`src/rtl/seg7_hex_scroller.sv`:
```
// Multi-digit hex scroller: characters shift in over valid/ready, the newest one
// is revealed one segment per animation step, and all digits are scanned onto one bus.
module seg7_hex_scroller #(
    parameter int NUM_DIGITS = 4,
    parameter int SCAN_DIV   = 1000,
    parameter int STEP_TICKS = 1,
    parameter int ACTIVE_LOW = 0
) (
    input  logic                  clk,
    input  logic                  reset,
    input  logic                  frame_tick,
    input  logic                  anim_en,
    input  logic                  in_valid,
    output logic                  in_ready,
    input  logic [4:0]            in_char,
    output logic                  busy,
    output logic                  anim_done,
    output logic [6:0]            seg_out,
    output logic [NUM_DIGITS-1:0] dig_out
);

    localparam int CNT_W  = $clog2(SCAN_DIV);
    localparam int IDX_W  = ($clog2(NUM_DIGITS) > 1) ? $clog2(NUM_DIGITS) : 1;
    localparam int STEP_W = $clog2(STEP_TICKS + 1);

    localparam logic [CNT_W-1:0]      CNT_LAST  = CNT_W'(SCAN_DIV - 1);
    localparam logic [IDX_W-1:0]      IDX_LAST  = IDX_W'(NUM_DIGITS - 1);
    localparam logic [STEP_W-1:0]     STEP_LAST = STEP_W'(STEP_TICKS - 1);
    localparam logic [6:0]            SEG_POL   = {7{ACTIVE_LOW != 0}};
    localparam logic [NUM_DIGITS-1:0] DIG_POL   = {NUM_DIGITS{ACTIVE_LOW != 0}};

    typedef enum logic {
        IDLE,
        ANIM
    } state_t;

    state_t state, state_next;

    logic                  accept;
    logic                  step_done;
    logic                  reveal_last;
    logic [6:0]            digits [NUM_DIGITS];
    logic [6:0]            mask;
    logic [STEP_W-1:0]     step_cnt;
    logic [CNT_W-1:0]      scan_cnt;
    logic [IDX_W-1:0]      scan_idx;
    logic                  in_ready_q;
    logic                  busy_q;
    logic                  anim_done_q;
    logic [6:0]            seg_q;
    logic [NUM_DIGITS-1:0] dig_q;
    logic [6:0]            shown;
    logic [NUM_DIGITS-1:0] onehot;

    function automatic logic [6:0] decode(input logic [4:0] c);
        logic [6:0] s;
        if (c[4]) begin
            s = 7'h00;
        end else begin
            case (c[3:0])
                4'h0: s = 7'h3F;
                4'h1: s = 7'h06;
                4'h2: s = 7'h5B;
                4'h3: s = 7'h4F;
                4'h4: s = 7'h66;
                4'h5: s = 7'h6D;
                4'h6: s = 7'h7D;
                4'h7: s = 7'h07;
                4'h8: s = 7'h7F;
                4'h9: s = 7'h6F;
                4'hA: s = 7'h77;
                4'hB: s = 7'h7C;
                4'hC: s = 7'h39;
                4'hD: s = 7'h5E;
                4'hE: s = 7'h79;
                default: s = 7'h71;
            endcase
        end
        return s;
    endfunction

    always_ff @(posedge clk) begin
        if (reset) begin
            state <= IDLE;
        end else begin
            state <= state_next;
        end
    end

    always_comb begin
        state_next  = state;
        accept      = in_valid && in_ready_q;
        step_done   = 1'b0;
        reveal_last = 1'b0;
        case (state)
            IDLE: begin
                if (accept && anim_en) begin
                    state_next = ANIM;
                end
            end
            ANIM: begin
                if (frame_tick && step_cnt == STEP_LAST) begin
                    step_done = 1'b1;
                    // bits a..f already lit, so this step lights g and ends the reveal
                    if (mask[5]) begin
                        reveal_last = 1'b1;
                        state_next  = IDLE;
                    end
                end
            end
            default: state_next = IDLE;
        endcase
    end

    always_ff @(posedge clk) begin
        if (reset) begin
            mask        <= '1;
            step_cnt    <= '0;
            in_ready_q  <= 1'b0;
            busy_q      <= 1'b0;
            anim_done_q <= 1'b0;
            for (int unsigned i = 0; i < NUM_DIGITS; i++) begin
                digits[i] <= '0;
            end
        end else begin
            in_ready_q  <= (state_next == IDLE);
            busy_q      <= (state_next == ANIM);
            anim_done_q <= reveal_last;
            if (accept) begin
                for (int unsigned i = 1; i < NUM_DIGITS; i++) begin
                    digits[i] <= digits[i-1];
                end
                digits[0] <= decode(in_char);
                mask      <= anim_en ? '0 : '1;
                step_cnt  <= '0;
            end else if (state == ANIM && frame_tick) begin
                if (step_done) begin
                    step_cnt <= '0;
                    mask     <= {mask[5:0], 1'b1};
                end else begin
                    step_cnt <= step_cnt + 1'b1;
                end
            end
        end
    end

    always_comb begin
        shown = digits[scan_idx];
        if (scan_idx == '0) begin
            shown = digits[scan_idx] & mask;
        end
        onehot           = '0;
        onehot[scan_idx] = 1'b1;
    end

    always_ff @(posedge clk) begin
        if (reset) begin
            scan_cnt <= '0;
            scan_idx <= '0;
            seg_q    <= SEG_POL;
            dig_q    <= DIG_POL;
        end else begin
            if (scan_cnt == CNT_LAST) begin
                scan_cnt <= '0;
                scan_idx <= (scan_idx == IDX_LAST) ? '0 : scan_idx + 1'b1;
            end else begin
                scan_cnt <= scan_cnt + 1'b1;
            end
            seg_q <= shown ^ SEG_POL;
            dig_q <= onehot ^ DIG_POL;
        end
    end

    assign in_ready  = in_ready_q;
    assign busy      = busy_q;
    assign anim_done = anim_done_q;
    assign seg_out   = seg_q;
    assign dig_out   = dig_q;

endmodule
```
`config.mk`:
```
export PLATFORM = sky130hd
export DESIGN_NAME = seg7_hex_scroller
export DESIGN_NICKNAME = d
export VERILOG_FILES = /design/src/rtl/seg7_hex_scroller.sv
export SDC_FILE = /design/constraint.sdc
export NUM_CORES = 1
export LEC_CHECK = 0
export ABC_AREA = 1
export CAP_MARGIN = 20
export CORE_MARGIN = 1
export CORE_UTILIZATION = 40
export CTS_CLUSTER_DIAMETER = 40
export DETAILED_ROUTE_END_ITERATION = 12
export PLACE_DENSITY = 0.58
export RECOVER_POWER = 25
export SYNTH_ARGS = -nofsm -noshare
export SYNTH_HDL_FRONTEND = slang
export SYNTH_SLANG_ARGS = --single-unit
```
`constraint.sdc`:
```
create_clock -name clk -period 2.1 [get_ports clk]
set_input_delay 0.42 -clock clk [delete_from_list [all_inputs] [get_ports clk]]
set_output_delay 0.42 -clock clk [all_outputs]
set_load 0.02 [all_outputs]
```
==> run summary, run 1 <==
Total grt overflow = 0
Synth Register Bits = 64
CTS tree = yes
WP data arrival = 1770 ps
Clk_skew = 5.60 ps
Total Die Area = 7460 um^2
Setup Viol. Count Final = 0
WP data required = 2110 ps
Met1 Use GR = 0.191
Syn nets = 350
Overall Global Routing Usage = 0.147
Outcome = finished clean
Kind of end point of the critical path = flop
Max-cap violation count = 0
Syn. warnings = 0
Slew Limit Fails = 0
Multi-input logic area = 1020 um^2
Layout cells sized above 1 = 0.0582
Grt met3 use = 0.0429
Drt wl/cell = 11.0 um
Largest family of logic cells by synthesized area = simple AND/OR/NAND/NOR gates
P_int = 2010 uW
Largest stage delay, worst path = 550 ps
Hold_sp = step_cnt$_SDFFE_PP0P_
Slew of the pin with the lowest slew margin = 626 ps
Yosys cell types = 25
Fill cells = 684
Post-Synth XOR/XNOR Area = 0.00922
CP startpoint = reset
Num rows = 30
H-tree Lvls = 3
Post-DRT Antenna Nets = 0
Die Y = 86.4 um
GPL Wtd Cong = 0.931
Hold_buf cts = 0
Vias in the first global route = 1921
Area Overhead vs Synth = 17.7%
Drt first-iter violations = 114
Period utilization = 0.838
First-pass GRT wire length = 8490 um
Fmax = 0.569 GHz
GR Util met2 = 0.239
Fin crit period = 1760 ps
Diodes inserted = 0
I/O Buffers = 23
Kind of critical path = in2reg
Num CTS Buffers = 9
Slew margin rel. = 0.583
Adder-cell area share of the yosys netlist = 0.0527
Worst r2r src = scan_cnt[0]$_SDFF_PP0_
RSZ-0062 raised after global routing = no
Clock buffer depth = 2
Register share of total power = 0.536
Detailed-route via count = 2135
Hold Vio Cnt, Final = 0
Power Density = 774 nW/um^2
Die width = 86.4 um
Clock Power Share = 0.381
# IOs = 24
Switching Share = 0.226
Synth Instances = 328
CTS Root Cell = clkbuf_8
Leak Pwr = 0.00142 uW
Setup_tns = 0 ps
VDD IR max = 0.216 mV
Fraction of the mapped netlist area in simple logic gates = 0.183
Worst-skew pair later-pin latency = 320 ps
Share of power burned in combinational logic = 0.083
Psw = 586 uW
CP startpoint kind = primary input
Core area = 6830 um^2
Synth Area in Compound Gates = 0.114
Slowest cell on the critical path = dlygate4sd3_1
CTS Sinks = 64
Mapped Area = 2850 um^2
Post-synthesis mux area share = 0
Post-DP HPWL = 3480 um
Syn avg cell area = 8.69 um^2
Busiest layer in global routing = met2
Sequential share of the synthesized area = 0.548
Routed wire length = 5040 um
DR pass1 iterations = 4
Hold slack = 444 ps
Hold Path Class = reg2reg
Antenna violations before repair = 0
Nets@finish = 378
CP max FO = 28
Initial Utilization = 0.417
Residual DRC count = 0
Post-CTS setup buffer count = 0
Worst-path clk slew = 60 ps
Cts repair resizes = 0
Cell breakdown of the critical path = dlygate4sd3_1 -> inv_1 -> nand2_1 -> clkbuf_4
Reg area = 1560 um^2
Post-DR vias/cell = 4.67
Largest net degree at the start of global routing = 29
[Yosys cell counts]
master | n | share of area
buf_4 | 1 | 0.0026
inv_2 | 2 | 0.0026
dfxtp_1 | 36 | 0.25
clkbuf_2 | 1 | 0.0018
inv_1 | 53 | 0.070
xor2_1 | 1 | 0.0031
ha_1 | 12 | 0.053
a211oi_1 | 2 | 0.0053
nand2_1 | 34 | 0.045
a31oi_1 | 1 | 0.0022
buf_2 | 7 | 0.012
nand3_2 | 1 | 0.0035
nor3_1 | 1 | 0.0018
o211ai_1 | 5 | 0.013
o21ai_0 | 25 | 0.044
a21oi_1 | 28 | 0.049
nand4_1 | 3 | 0.0066
buf_6 | 1 | 0.0040
nand3_1 | 12 | 0.021
nor2_1 | 60 | 0.079
nor2_2 | 3 | 0.0066
xnor2_1 | 2 | 0.0061
and3_1 | 7 | 0.015
edfxtp_1 | 28 | 0.30
nand2_2 | 2 | 0.0044
[critical path: cells and delay by family]
family | cells | cell delay (ps)
buffers and inverters | 3 | 1200
AND/OR/NAND/NOR | 1 | 130
[power by group through the flow]
stage	Combinational (uW)	Sequential, uW	Clock [uW]
6_report	215	1390	988
5_1_grt	244	1400	1080
4_1_cts	223	1390	1020
3_5_place_dp	222	1420	0
3_3_place_gp	220	1420	0
2_1_floorplan	126	1430	0
[cell usage in the layout, fill, tap and decap left out]
cell type / instances
buf_4: 2
a211oi_1: 2
a21oi_1: 28
clkbuf_8: 13
clkdlybuf4s50_1: 21
inv_1: 55
ha_1: 12
nand4_1: 3
nand2_1: 34
nor2_1: 60
a31oi_1: 1
o211ai_1: 5
clkbuf_4: 1
edfxtp_1: 28
and3_1: 7
nand3_1: 13
nand2_2: 2
xor2_1: 1
dlygate4sd3_1: 2
nor2_2: 3
xnor2_1: 2
dfxtp_1: 36
o21ai_0: 25
nor3_1: 1
clkbuf_1: 4
[metrics by stage]
stage           util  cell area [um^2]  setup slack (ps)  instances  power [uW]
5_1_grt        0.491              3350               207        457        2720
2_1_floorplan      -              2850               335        328        1550
4_1_cts        0.494              3370               352        457        2630
3_3_place_gp   0.466              3180               158        441        1640
6_report       0.491              3350               341        457        2590
3_5_place_dp   0.466              3180               136        441        1640
[metal layers]
metal  up-vias  wire [um]
li1       1111          -
met1       965       2420
met2        51       2360
met3         8        193
met4         0         61
met5         -          0
[worst paths after layout]
| kind | endpoint | slack [ps] | depth (start not counted) |
|---|---|---|---|
| setup reg to reg | scan_cnt[7]$_SDFF_PP0_ | 730 | 6 |
| hold reg to reg | step_cnt$_SDFFE_PP0P_ | 440 | 2 |
| setup / recovery | digits[0][6]$_SDFFCE_PP0P_ | 340 | 4 |
| hold / removal | step_cnt$_SDFFE_PP0P_ | 440 | 2 |
[cell families after synthesis]
logic type                 after synthesis
AOI/OAI and AO/OA                       61
xor gates and xnor gates                 3
adders and majority gates               12
buffers and inverters                   65
DFF                                     64
and+or+nand+nor                        123
[area by class of cell]
| cell class | count | area share |
|---|---|---|
| sequential | 64 | 0.466 |
| tap | 96 | 0.0358 |
| timing repair buffer | 27 | 0.0765 |
| multi-input combinational | 199 | 0.303 |
| clock buffer | 16 | 0.0567 |
| inverter | 55 | 0.0616 |
[flip-flops by register name, summed over array words and instances (netlist names), named ones only]
name       cells
digits        28
in_ready       1
anim_done      1
seg_out        7
mask           7
dig_out        4
busy           1
scan_idx       2
scan_cnt      10
step_cnt       1
(Power assumes the default switching activity.)
==> run 2: changes to the inputs <==
clock period = 1.8 ns   (was 2.1 ns; I/O delays follow)
==> run 2 against run 1 <==
Worst hold slack about the same; final cell count increased by 1.8%; sequential share of layout area decreased by 0.94 points; first-iteration DRC count decreased by 14%; critical path depth decreased by 3; die area unchanged; clock skew increased by 3.4 ps; power increased by 18%.
==> run summary, run 2 (synthesis results as in run 1) <==
DR pass1 iterations = 4 (unchanged)
Die width = 86.4 um (unchanged)
Slew margin rel. = 0.578 (was 0.583)
Reg with most FFs = digits (unchanged)
Kind of critical path = reg2out (was in2reg)
Routed wire length = 5050 um (was 5040 um)
Largest stage delay, worst path = 620 ps (was 550 ps)
VDD IR max = 0.332 mV (was 0.216 mV)
Overall Global Routing Usage = 0.151 (was 0.147)
Area Overhead vs Synth = 20.1% (was 17.7%)
CP startpoint kind = flop (was primary input)
Largest net degree at the start of global routing = 29 (unchanged)
Initial Utilization = 0.417 (unchanged)
Largest regs = digits: 28 flops, scan_cnt: 10 flops (unchanged)
CTS tree = yes (unchanged)
Detailed-route via count = 2108 (was 2135)
Critical Path End = busy (was digits[0][6]$_SDFFCE_PP0P_)
Vias in the first global route = 1951 (was 1921)
Core area = 6830 um^2 (unchanged)
Hold Vio Cnt, Final = 0 (unchanged)
Slowest cell on the critical path = clkdlybuf4s50_1 (was dlygate4sd3_1)
First-pass GRT wire length = 8610 um (was 8490 um)
CP max FO = 4 (was 28)
FF-to-FF path depth = 6 (unchanged)
Design Power = 3070 uW (was 2590 uW)
Reg2Reg Setup Slack = 500 ps (was 730 ps)
Max-cap violation count = 0 (unchanged)
RSZ-0062 raised after global routing = no (unchanged)
Clock buffer depth = 2 (unchanged)
Clk_skew = 9.04 ps (was 5.60 ps)
Final Util = 0.501 (was 0.491)
Leak Pwr = 0.00146 uW (was 0.00142 uW)
GPL Wtd Cong = 0.896 (was 0.931)
CP delay by family, top = buffers and inverters (unchanged)
CTS Sinks = 64 (unchanged)
Num CTS Buffers = 9 (unchanged)
Slew Limit Fails = 0 (unchanged)
Placed cells = 449 (was 441)
Period utilization = 0.935
Fin cells = 465 (was 457)
Cts repair resizes = 0 (unchanged)
Post-DP HPWL = 3430 um (was 3480 um)
Leading cell types in the layout, fill and taps excluded = nor2_1, inv_1, dfxtp_1 (unchanged)
Post-DRT Antenna Nets = 0 (unchanged)
CTS Root Cell = clkbuf_8 (unchanged)
Critical path buffer and inverter count = 1 (was 3)
CP startpoint = busy$_SDFF_PP0_ (was reset)
Total Die Area = 7460 um^2 (unchanged)
Number of cells on the critical path = 1 (was 4)
Max FFs per register = 28 (unchanged)
WP data required = 1440 ps (was 2110 ps)
Outcome = finished clean (unchanged)
Post-DR vias/cell = 4.53 (was 4.67)
# IOs = 24 (unchanged)
Residual DRC count = 0 (unchanged)
Worst-path clk slew = 70 ps (was 60 ps)
Commonest non-fill, non-tap cell in the layout = nor2_1 (unchanged)
Total grt overflow = 0 (unchanged)
Kind of end point of the critical path = primary output (was flop)
Post-CTS setup buffer count = 0 (unchanged)
Diodes inserted = 0 (unchanged)
Fin crit period = 1680 ps
Slew of the pin with the lowest slew margin = 633 ps (was 626 ps)
I/O Buffers = 23 (unchanged)
Setup Viol. Count Final = 0 (unchanged)
Cell breakdown of the critical path = clkdlybuf4s50_1 (was dlygate4sd3_1 -> inv_1 -> nand2_1 -> clkbuf_4)
Layout cells sized above 1 = 0.0840 (was 0.0582)
Worst r2r src = scan_idx[0]$_SDFFE_PP0N_ (was scan_cnt[0]$_SDFF_PP0_)
Hold_buf cts = 0 (unchanged)
Nets@finish = 386 (was 378)
Worst-skew pair later-pin latency = 330 ps (was 320 ps)
Drt wl/cell = 10.9 um (was 11.0 um)
WP data arrival = 1320 ps (was 1770 ps)
H-tree Lvls = 3 (unchanged)
Die Y = 86.4 um (unchanged)
Hold Path Class = reg2reg (unchanged)
Power Density = 897 nW/um^2 (was 774 nW/um^2)
Fmax = 0.594 GHz
Drt first-iter violations = 98 (was 114)
Num rows = 30 (unchanged)
Antenna violations before repair = 0 (unchanged)
FF-to-FF End = seg_out[2]$_SDFF_PP0_ (was scan_cnt[7]$_SDFF_PP0_)
Fill cells = 673 (was 684)
## run 2: cell types whose count changed in the layout (fill, tap and decap cells not counted), sizes merged
cell    delta
buf        +8
clkbuf     -2
clkinv     +2
## run 2: worst min-delay path by stage
stage                                startpoint                    end  slack [ps]  cells after the start
after detailed placement  step_cnt$_SDFFE_PP0P_  step_cnt$_SDFFE_PP0P_         440                      2
after CTS                 step_cnt$_SDFFE_PP0P_  step_cnt$_SDFFE_PP0P_         450                      2
final                     step_cnt$_SDFFE_PP0P_  step_cnt$_SDFFE_PP0P_         440                      2
after global placement    step_cnt$_SDFFE_PP0P_  step_cnt$_SDFFE_PP0P_         430                      2
after global routing      step_cnt$_SDFFE_PP0P_  step_cnt$_SDFFE_PP0P_         470                      2
after floorplan           step_cnt$_SDFFE_PP0P_  step_cnt$_SDFFE_PP0P_         420                      2
## run 2: through the flow
step	instance area, um^2	hold WS [ps]	setup TNS [ps]	setup slack [ps]
after detailed placement	3240	436	-40.4	-40.4
after global placement	3240	432	-7.72	-7.72
after floorplan	2850	422	0	94.7
final	3420	444	0	117
after global routing	3420	470	0	64.2
after CTS	3440	448	0	94.0
## run 2: metal layers
metal / part of all wire / track usage / wire length [um]
met4: 0.026 / 0.100 / 132
met2: 0.46 / 0.240 / 2320
met3: 0.033 / 0.0314 / 166
met1: 0.48 / 0.186 / 2430
met5: 0 / 0 / 0
## run 2: area by class of cell
type,instances,area [um^2],share of cell area
clock inverters,2,10.0,0.00293
multi-input cells,199,1020,0.299
repair buffers,35,317,0.0925
clock buffers,14,184,0.0538
well taps,96,120,0.0351
inverters,55,206,0.0604
flip-flops and latches,64,1560,0.456
## run 2: where the power goes
group,switching [uW],internal (uW),leakage [uW]
logic,156,108,0.000770
clock network,527,656,0.000102
registers,29.9,1590,0.000591
total,713,2360,0.00146
